$ cat src/rtl/fpadd_rr_arbiter.sv
// Round-robin arbiter sharing one start/done FP adder among NUM_REQ clients, with a WAIT watchdog.
// Optional FPADD_ARB_STATS_EN adds saturating op_count / timeout_count outputs.
module fpadd_rr_arbiter #(
   parameter int NUM_REQ = 4,
   parameter int TIMEOUT = 16
) (
   input  logic                   clk,
   input  logic                   rst_n,
   input  logic [NUM_REQ-1:0]     req,
   input  logic [32*NUM_REQ-1:0]  req_a,
   input  logic [32*NUM_REQ-1:0]  req_b,
   output logic [NUM_REQ-1:0]     gnt,
   output logic [NUM_REQ-1:0]     rsp_valid,
   output logic [31:0]            rsp_result,
   output logic                   fpa_start,
   output logic [31:0]            fpa_a,
   output logic [31:0]            fpa_b,
   input  logic [31:0]            fpa_result,
   input  logic                   fpa_done,
   output logic                   busy,
   output logic                   timeout_err
`ifdef FPADD_ARB_STATS_EN
   ,
   output logic [15:0]            op_count,
   output logic [7:0]             timeout_count
`endif
);
   localparam int IW = $clog2(NUM_REQ);
   localparam int CW = $clog2(TIMEOUT + 1);
   localparam logic [31:0] QNAN = 32'h7FC0_0000;

   typedef enum logic [1:0] {S_IDLE, S_ISSUE, S_WAIT, S_RESP} state_t;

   state_t              state_q;
   logic [IW-1:0]       last_q, idx_q;
   logic [CW-1:0]       cnt_q;
   logic                to_q;
   logic [NUM_REQ-1:0]  gnt_q, rsp_valid_q;
   logic [31:0]         rsp_result_q, fpa_a_q, fpa_b_q;
   logic                fpa_start_q, busy_q, timeout_err_q;

   logic [IW-1:0]       pick_d;
   logic                pick_vld;

   // First requester after the last served one, wrapping modulo NUM_REQ.
   always_comb begin
      int j;
      logic [IW-1:0] jj;
      pick_d   = '0;
      pick_vld = 1'b0;
      j        = 0;
      jj       = '0;
      for (int k = 1; k <= NUM_REQ; k++) begin
         j  = (int'(last_q) + k) % NUM_REQ;
         jj = IW'(j);
         if (!pick_vld && req[jj]) begin
            pick_vld = 1'b1;
            pick_d   = jj;
         end
      end
   end

   always_ff @(posedge clk or negedge rst_n) begin
      if (!rst_n) begin
         state_q       <= S_IDLE;
         last_q        <= IW'(NUM_REQ - 1);
         idx_q         <= '0;
         cnt_q         <= '0;
         to_q          <= 1'b0;
         gnt_q         <= '0;
         rsp_valid_q   <= '0;
         rsp_result_q  <= '0;
         fpa_a_q       <= '0;
         fpa_b_q       <= '0;
         fpa_start_q   <= 1'b0;
         busy_q        <= 1'b0;
         timeout_err_q <= 1'b0;
      end else begin
         case (state_q)
            S_IDLE: begin
               if (pick_vld) begin
                  idx_q         <= pick_d;
                  fpa_a_q       <= req_a[32*int'(pick_d) +: 32];
                  fpa_b_q       <= req_b[32*int'(pick_d) +: 32];
                  gnt_q         <= '0;
                  gnt_q[pick_d] <= 1'b1;
                  fpa_start_q   <= 1'b1;
                  busy_q        <= 1'b1;
                  state_q       <= S_ISSUE;
               end
            end
            S_ISSUE: begin
               gnt_q       <= '0;
               fpa_start_q <= 1'b0;
               cnt_q       <= '0;
               state_q     <= S_WAIT;
            end
            S_WAIT: begin
               cnt_q <= cnt_q + 1'b1;
               // done has priority over a coincident watchdog expiry
               if (fpa_done) begin
                  rsp_result_q       <= fpa_result;
                  rsp_valid_q[idx_q] <= 1'b1;
                  to_q               <= 1'b0;
                  state_q            <= S_RESP;
               end else if (cnt_q == CW'(TIMEOUT - 1)) begin
                  rsp_result_q       <= QNAN;
                  rsp_valid_q[idx_q] <= 1'b1;
                  to_q               <= 1'b1;
                  timeout_err_q      <= 1'b1;
                  state_q            <= S_RESP;
               end
            end
            default: begin
               rsp_valid_q <= '0;
               last_q      <= idx_q;
               cnt_q       <= '0;
               busy_q      <= 1'b0;
               state_q     <= S_IDLE;
            end
         endcase
      end
   end

   assign gnt         = gnt_q;
   assign rsp_valid   = rsp_valid_q;
   assign rsp_result  = rsp_result_q;
   assign fpa_start   = fpa_start_q;
   assign fpa_a       = fpa_a_q;
   assign fpa_b       = fpa_b_q;
   assign busy        = busy_q;
   assign timeout_err = timeout_err_q;

`ifdef FPADD_ARB_STATS_EN
   logic [15:0] op_cnt_q;
   logic [7:0]  to_cnt_q;

   always_ff @(posedge clk or negedge rst_n) begin
      if (!rst_n) begin
         op_cnt_q <= '0;
         to_cnt_q <= '0;
      end else if (state_q == S_RESP) begin
         if (!to_q && op_cnt_q != 16'hFFFF) op_cnt_q <= op_cnt_q + 16'd1;
         if (to_q && to_cnt_q != 8'hFF)     to_cnt_q <= to_cnt_q + 8'd1;
      end
   end

   assign op_count      = op_cnt_q;
   assign timeout_count = to_cnt_q;
`endif
endmodule
$ cat config.mk
export PLATFORM = sky130hd
export DESIGN_NAME = fpadd_rr_arbiter
export DESIGN_NICKNAME = d
export VERILOG_FILES = /design/src/rtl/fpadd_rr_arbiter.sv
export SDC_FILE = /design/constraint.sdc
export NUM_CORES = 1
export LEC_CHECK = 0
export ABC_CLOCK_PERIOD_IN_PS = 3200
export CAP_MARGIN = 5
export CORE_AREA = 2 2 156 158
export DETAILED_ROUTE_END_ITERATION = 10
export DIE_AREA = 0 0 158 160
export SLEW_MARGIN = 10
export SYNTH_ARGS = -nofsm -noshare
export SYNTH_HDL_FRONTEND = slang
export SYNTH_SLANG_ARGS = --single-unit
$ cat constraint.sdc
create_clock -name clk -period 3.2 [get_ports clk]
set_input_delay 0.48 -clock clk [delete_from_list [all_inputs] [get_ports clk]]
set_output_delay 0.48 -clock clk [all_outputs]
set_load 0.02 [all_outputs]
Word-level counts from Yosys, hierarchy flattened
Cells that the tools add are included.
{"block": "word_totals", "ff_bits": 118, "out_inout_bits": 107, "elab_cells": 92}
{"block": "op_classes", "addsub": 5, "magnitude_cmp": 8, "n_eq_ne": 5, "n_shift": 2, "muxes": 35, "bitwise": 4, "reduce_logical": 21}
{"op": "$shiftx A128 B8 Y32", "n": 2}
{"op": "$mux W32", "n": 2}
{"op": "$lt A2 B3 Y1 const B", "n": 6}
{"op": "$pmux W4 S2", "n": 2}
{"op": "$mux W2", "n": 7}
{"op": "$mux W4", "n": 3}
{"op": "$reduce_and A2 Y1", "n": 6}
{"op": "$mux W1", "n": 11}
{"op": "$pmux W5 S2", "n": 1}
{"op": "$bmux W1 S2", "n": 4}
{"op": "$pmux W2 S3", "n": 1}
{"op": "$add A5 B1 Y5 const B", "n": 1}
{"op": "$eq A5 B4 Y1 const B", "n": 1}
{"op": "$logic_and A1 B1 Y1", "n": 5}
{"op": "$add A2 B1 Y2 const B", "n": 2}
{"op": "$add A2 B2 Y2 const B", "n": 2}
{"op": "$demux W1 S2", "n": 2}
{"op": "$ge A2 B1 Y1 const B", "n": 2}
{"op": "$or A4 B4 Y4", "n": 1}
{"op": "$pmux W1 S2", "n": 2}
{"op": "$reduce_bool A2 Y1", "n": 2}
{"op": "$reduce_or A2 Y1", "n": 2}
{"op": "$logic_not A1 Y1", "n": 3}
{"op": "$ne A3 B3 Y1 const B", "n": 1}
{"op": "other kinds (7)", "n": 9}

Depth between registers and ports, before layout
{"block": "depth", "depth_word": 19, "depth_mapped": 9, "depth_no_buf": 7}

Least setup slack after synthesis
No wires, ideal clock.
{"block": "synth_timing", "path_kind": "in2reg", "from": "input req[3]", "to": "register fpa_b_q[11], in the netlist fpa_b[11]", "arrival_time_ps": 1689, "path_slack_ps": 1370, "cell_stages": 7, "n_path_buf": 3, "cell_sequence": "buf_2 > and3b_1 > a311o_1 > buf_2 > buf_2 > a32oi_1 > a31oi_1"}
{"block": "synth_via", "elab_chain_cells": 13}
{"item": "start, declared", "line": "9", "rtl": "input logic [NUM_REQ-1:0] req,"}
{"item": "$bmux W1 S2", "line": "56", "rtl": "if (!pick_vld && req[jj]) begin"}
{"item": "$mux W1 (not written as such)", "line": "56"}
{"item": "$mux W1", "line": "56"}
{"item": "$logic_not A1 Y1", "line": "56"}
{"item": "$logic_and A1 B1 Y1", "line": "56"}
{"item": "$mux W1", "line": "56"}
{"item": "$logic_not A1 Y1", "line": "56"}
{"item": "$logic_and A1 B1 Y1", "line": "56"}
{"item": "$mux W1", "line": "56"}
{"item": "$logic_not A1 Y1", "line": "56"}
{"item": "$logic_and A1 B1 Y1", "line": "56"}
{"item": "$mux W2 / $mux W1 (equally long branches)", "line": "56"}
{"item": "$shiftx A128 B8 Y32 / $reduce_and A2 Y1 (equally long branches)"}
{"item": "end signal, assigned", "line": "84", "rtl": "fpa_b_q <= req_b[32*int'(pick_d) +: 32];"}
{"item": "end, declared", "line": "39", "rtl": "logic [31:0] rsp_result_q, fpa_a_q, fpa_b_q;"}
Several ways; a longest one is shown, not always the timed one. The select of a mux whose other input is x is not followed.
A chain may end at the register's enable or synchronous reset.

Worst setup path after layout
{"block": "layout_timing", "from": "input req[3]", "to": "register fpa_b_q[24], in the netlist fpa_b[24]"}
Same word-level chain as after synthesis.

==> summary.md <==
| Metric | Value |
|---|---|
| Max frequency | `404 MHz` |
| Post-synthesis xor/xnor area fraction | `0` |
| Worst setup path class | `input port to flop` |
| Setup Skew | `0.00831 ns` |
| Routed wire per std cell | `20.2 µm` |
| Util after Layout | `0.459` |
| Starting Density | `0.251` |
| Crit path max fanout | `32` |
| Final instance area | `10,900 µm²` |
| CTS tree | `done` |
| Max-slew violation count | `0` |
| CP endpoint kind | `flop` |
| Post_cts resized | `0` |
| Mapped Avg Cell Area | `10.4 µm²` |
| Routed via count | `6,728` |
| Root buf cell | `clkbuf_16` |
| Simple-gate portion of the synthesized area | `0.0753` |
| Power Density | `914 nW/µm²` |
| Ant. Diodes | `0` |
| Grt total ovfl | `0` |
| DP Wirelength | `19,000 µm` |
| Final hold vios | `0` |
| Max_slew headroom | `0.309` |
| Period minus WS final | `2.48 ns` |
| Residual DRC | `0` |
| Largest family of logic cells by synthesized area | `compound AO/OA/AOI/OAI gates` |
| Hold Path Class | `flop to flop` |
| Synth Warn # | `0` |
| LEAKAGE | `4.09 nW` |
| DRT iter0 DRCs | `481` |
| Library cells used by synthesis | `44` |
| I/O pins | `402` |
| Placed Area | `10,300 µm²` |
| CTS Buffer Depth | `2` |
| DRT antenna net count | `0` |
| Largest net degree at the start of global routing | `69` |
| Mapped Area | `5980 µm²` |
| Final worst path period share | `0.774` |
| Fin cells | `1,284` |
| Worst VDD drop | `0.000323 V` |
| CP arrival | `2.80 ns` |
| Hold buffer count at cts | `1` |
| Status | `completed` |
| Die extent in y | `160 µm` |
| First-pass DRT Iterations | `7` |
| Gate Count Post-Synth | `576` |
| Pre-CTS WS | `0.282 ns` |
| RSZ-0062 raised after global routing | `false` |
| Compound-Gate Fraction of Synth Area | `0.348` |
| Die W | `158 µm` |
| Number of antenna violations at the first check in global routing | `1` |
| Final-stage net count | `1,248` |
| Clk slew on worst S/H paths | `0.06 ns` |
| Worst-skew pair later-pin latency | `0.42 ns` |
| Proportion of layout cells with a drive suffix above 1 | `0.0719` |
| Final GP Congestion | `0.807` |
| Row cnt | `57` |
| IO Port Bufs | `401` |
| GRT Total Usage | `0.199` |
| Die ar. | `25,300 µm²` |
| Setup Fix Bufs, Post-CTS | `0` |
| CTS buffer count | `17` |
| TNS Setup | `0 ns` |
| Post-Route WL | `25,900 µm` |
| # placed instances | `1,251` |
| Layout area overhead | `82.9%` |
| Final setup fails | `0` |
| Vias in the first global route | `6,497` |
| Maxcap violations | `0` |
| Adder-cell share of the synthesized area | `0.0126` |
| Worst reg2reg setup slack | `0.76 ns` |
| First-pass GRT wire length | `38,300 µm` |
| PnR worst setup slack | `0.722 ns` |
| Critical Path RT | `3.53 ns` |
| Total core area | `23,800 µm²` |
| Syn Nets | `877` |
| Multiplexer share of the synthesized area | `0.00565` |
| Yosys reg bits | `118` |
| CTS H-tree lvls | `4` |
| Sequential area share after synthesis | `0.494` |
| CP startpoint kind | `input port` |
| Worst-Margin Slew | `1.03 ns` |
| Clock Sinks | `118` |
| Via density | `5.24` |
-- worst max-delay path, stage by stage --
cell	delay, ns
clkdlybuf4s50_1	0.50
nor2b_1	0.24
o21ai_4	0.81
buf_4	0.40
a32oi_1	0.15
a31oi_1	0.21
-- worst paths after layout --
| path | depth (start not counted) | startpoint | end |
|---|---|---|---|
| max | 6 | req[3] | fpa_b[24]$_DFFE_PN0P_ |
| min | 1 | timeout_err$_DFFE_PN0P_ | timeout_err$_DFFE_PN0P_ |
| max reg2reg | 5 | last_q[0]$_DFFE_PN1N_ | fpa_b[24]$_DFFE_PN0P_ |
| min reg2reg | 1 | timeout_err$_DFFE_PN0P_ | timeout_err$_DFFE_PN0P_ |
| max in group asynchronous | 3 | rst_n | last_q[0]$_DFFE_PN1N_ |
| min in group asynchronous | 2 | rst_n | fpa_b[12]$_DFFE_PN0P_ |
-- cell usage after synthesis, drive strengths merged --
library cell  instances  area [µm²]
a21o                  1        7.51
ha                    6        75.1
inv                   9        33.8
a22oi                 2        15.0
o2bb2ai               1        8.76
a22o                 25         219
a32oi               130        1140
or3                   1        6.26
dfrtp               116        2900
a211o                 2        17.5
a31oi                68         425
o221ai                1        8.76
nor2                 74         280
o21a                  2        15.0
and3b                 1        8.76
nand2                11        41.3
mux2                  3        33.8
a311o                 1        10.0
and2                  1        6.26
nor4                  2        27.5
nand2b                2        12.5
nor2b                 2        12.5
or3b                  1        8.76
a31o                  1        8.76
o21ai                12        60.1
o22a                 11        96.3
a21oi                 6        30.0
o211ai                1        7.51
clkbuf               34         128
o22ai                 1        6.26
nand3                 1        5.00
dfstp                 2        52.6
and3                  1        6.26
nor3b                 2        15.0
o21bai                1        7.51
buf                  37         223
nor3                  4        20.0
-- state kept, by name, summed over array words and instances (netlist names) --
name,flops
rsp_result,32
fpa_b,32
fpa_a,32
busy,1
rsp_valid,4
idx_q,2
cnt_q,5
fpa_start,1
gnt,4
timeout_err,1
last_q,2
state_q,2
-- cell families (layout without fill, tap and decap cells) --
family | Yosys count | in the layout
AO/OA/AOI/OAI | 266 | 266
AND/OR/NAND/NOR | 103 | 103
multiplexers | 3 | 3
flip-flops | 118 | 118
adder cells (fa/ha/maj) | 6 | 6
buffers and inverters | 80 | 464
-- power by group --
group          internal [mW]  total (mW)  switching [mW]
Combinational           2.45        5.33            2.88
Clock                   1.19        1.99           0.796
Sequential              2.23        2.68           0.452
-- final cells by class --
type	count	area, µm²
inverters	9	33.8
fillers	2322	12900
clock buffers	18	439
clock inverters	14	164
well taps	324	405
repair buffers	423	4250
multi-input cells	378	2690
flip-flops and latches	118	2960
-- layout by cell type (no fill, tap or decap), types with 7 or more instances in the layout --
cell type | synthesis | final
clkdlybuf4s50_1 | 0 | 399
a32oi_1 | 130 | 130
dfrtp_1 | 116 | 116
nor2_1 | 73 | 73
a31oi_1 | 68 | 67
a22o_1 | 25 | 25
clkbuf_16 | 0 | 17
buf_4 | 3 | 16
nand2_1 | 11 | 11
o22a_1 | 11 | 11
inv_1 | 8 | 8
inv_6 | 0 | 7
-- per-stage QoR --
stage | power, mW | hold WS (ns)
CTS | 10.1 | 0.469
global placement | 8.03 | 0.450
detailed placement | 8.07 | 0.452
finish | 10.0 | 0.464
floorplan | 5.53 | 0.184
global route | 10.6 | 0.489
-- routing by layer --
metal | GRT usage | vias up | wire, µm
li1 | - | 3086 | -
met1 | 0.252 | 3272 | 10600
met2 | 0.329 | 327 | 12600
met3 | 0.0461 | 41 | 2060
met4 | 0.0733 | 2 | 609
met5 | 0 | - | 9
(Power assumes the default switching activity.)
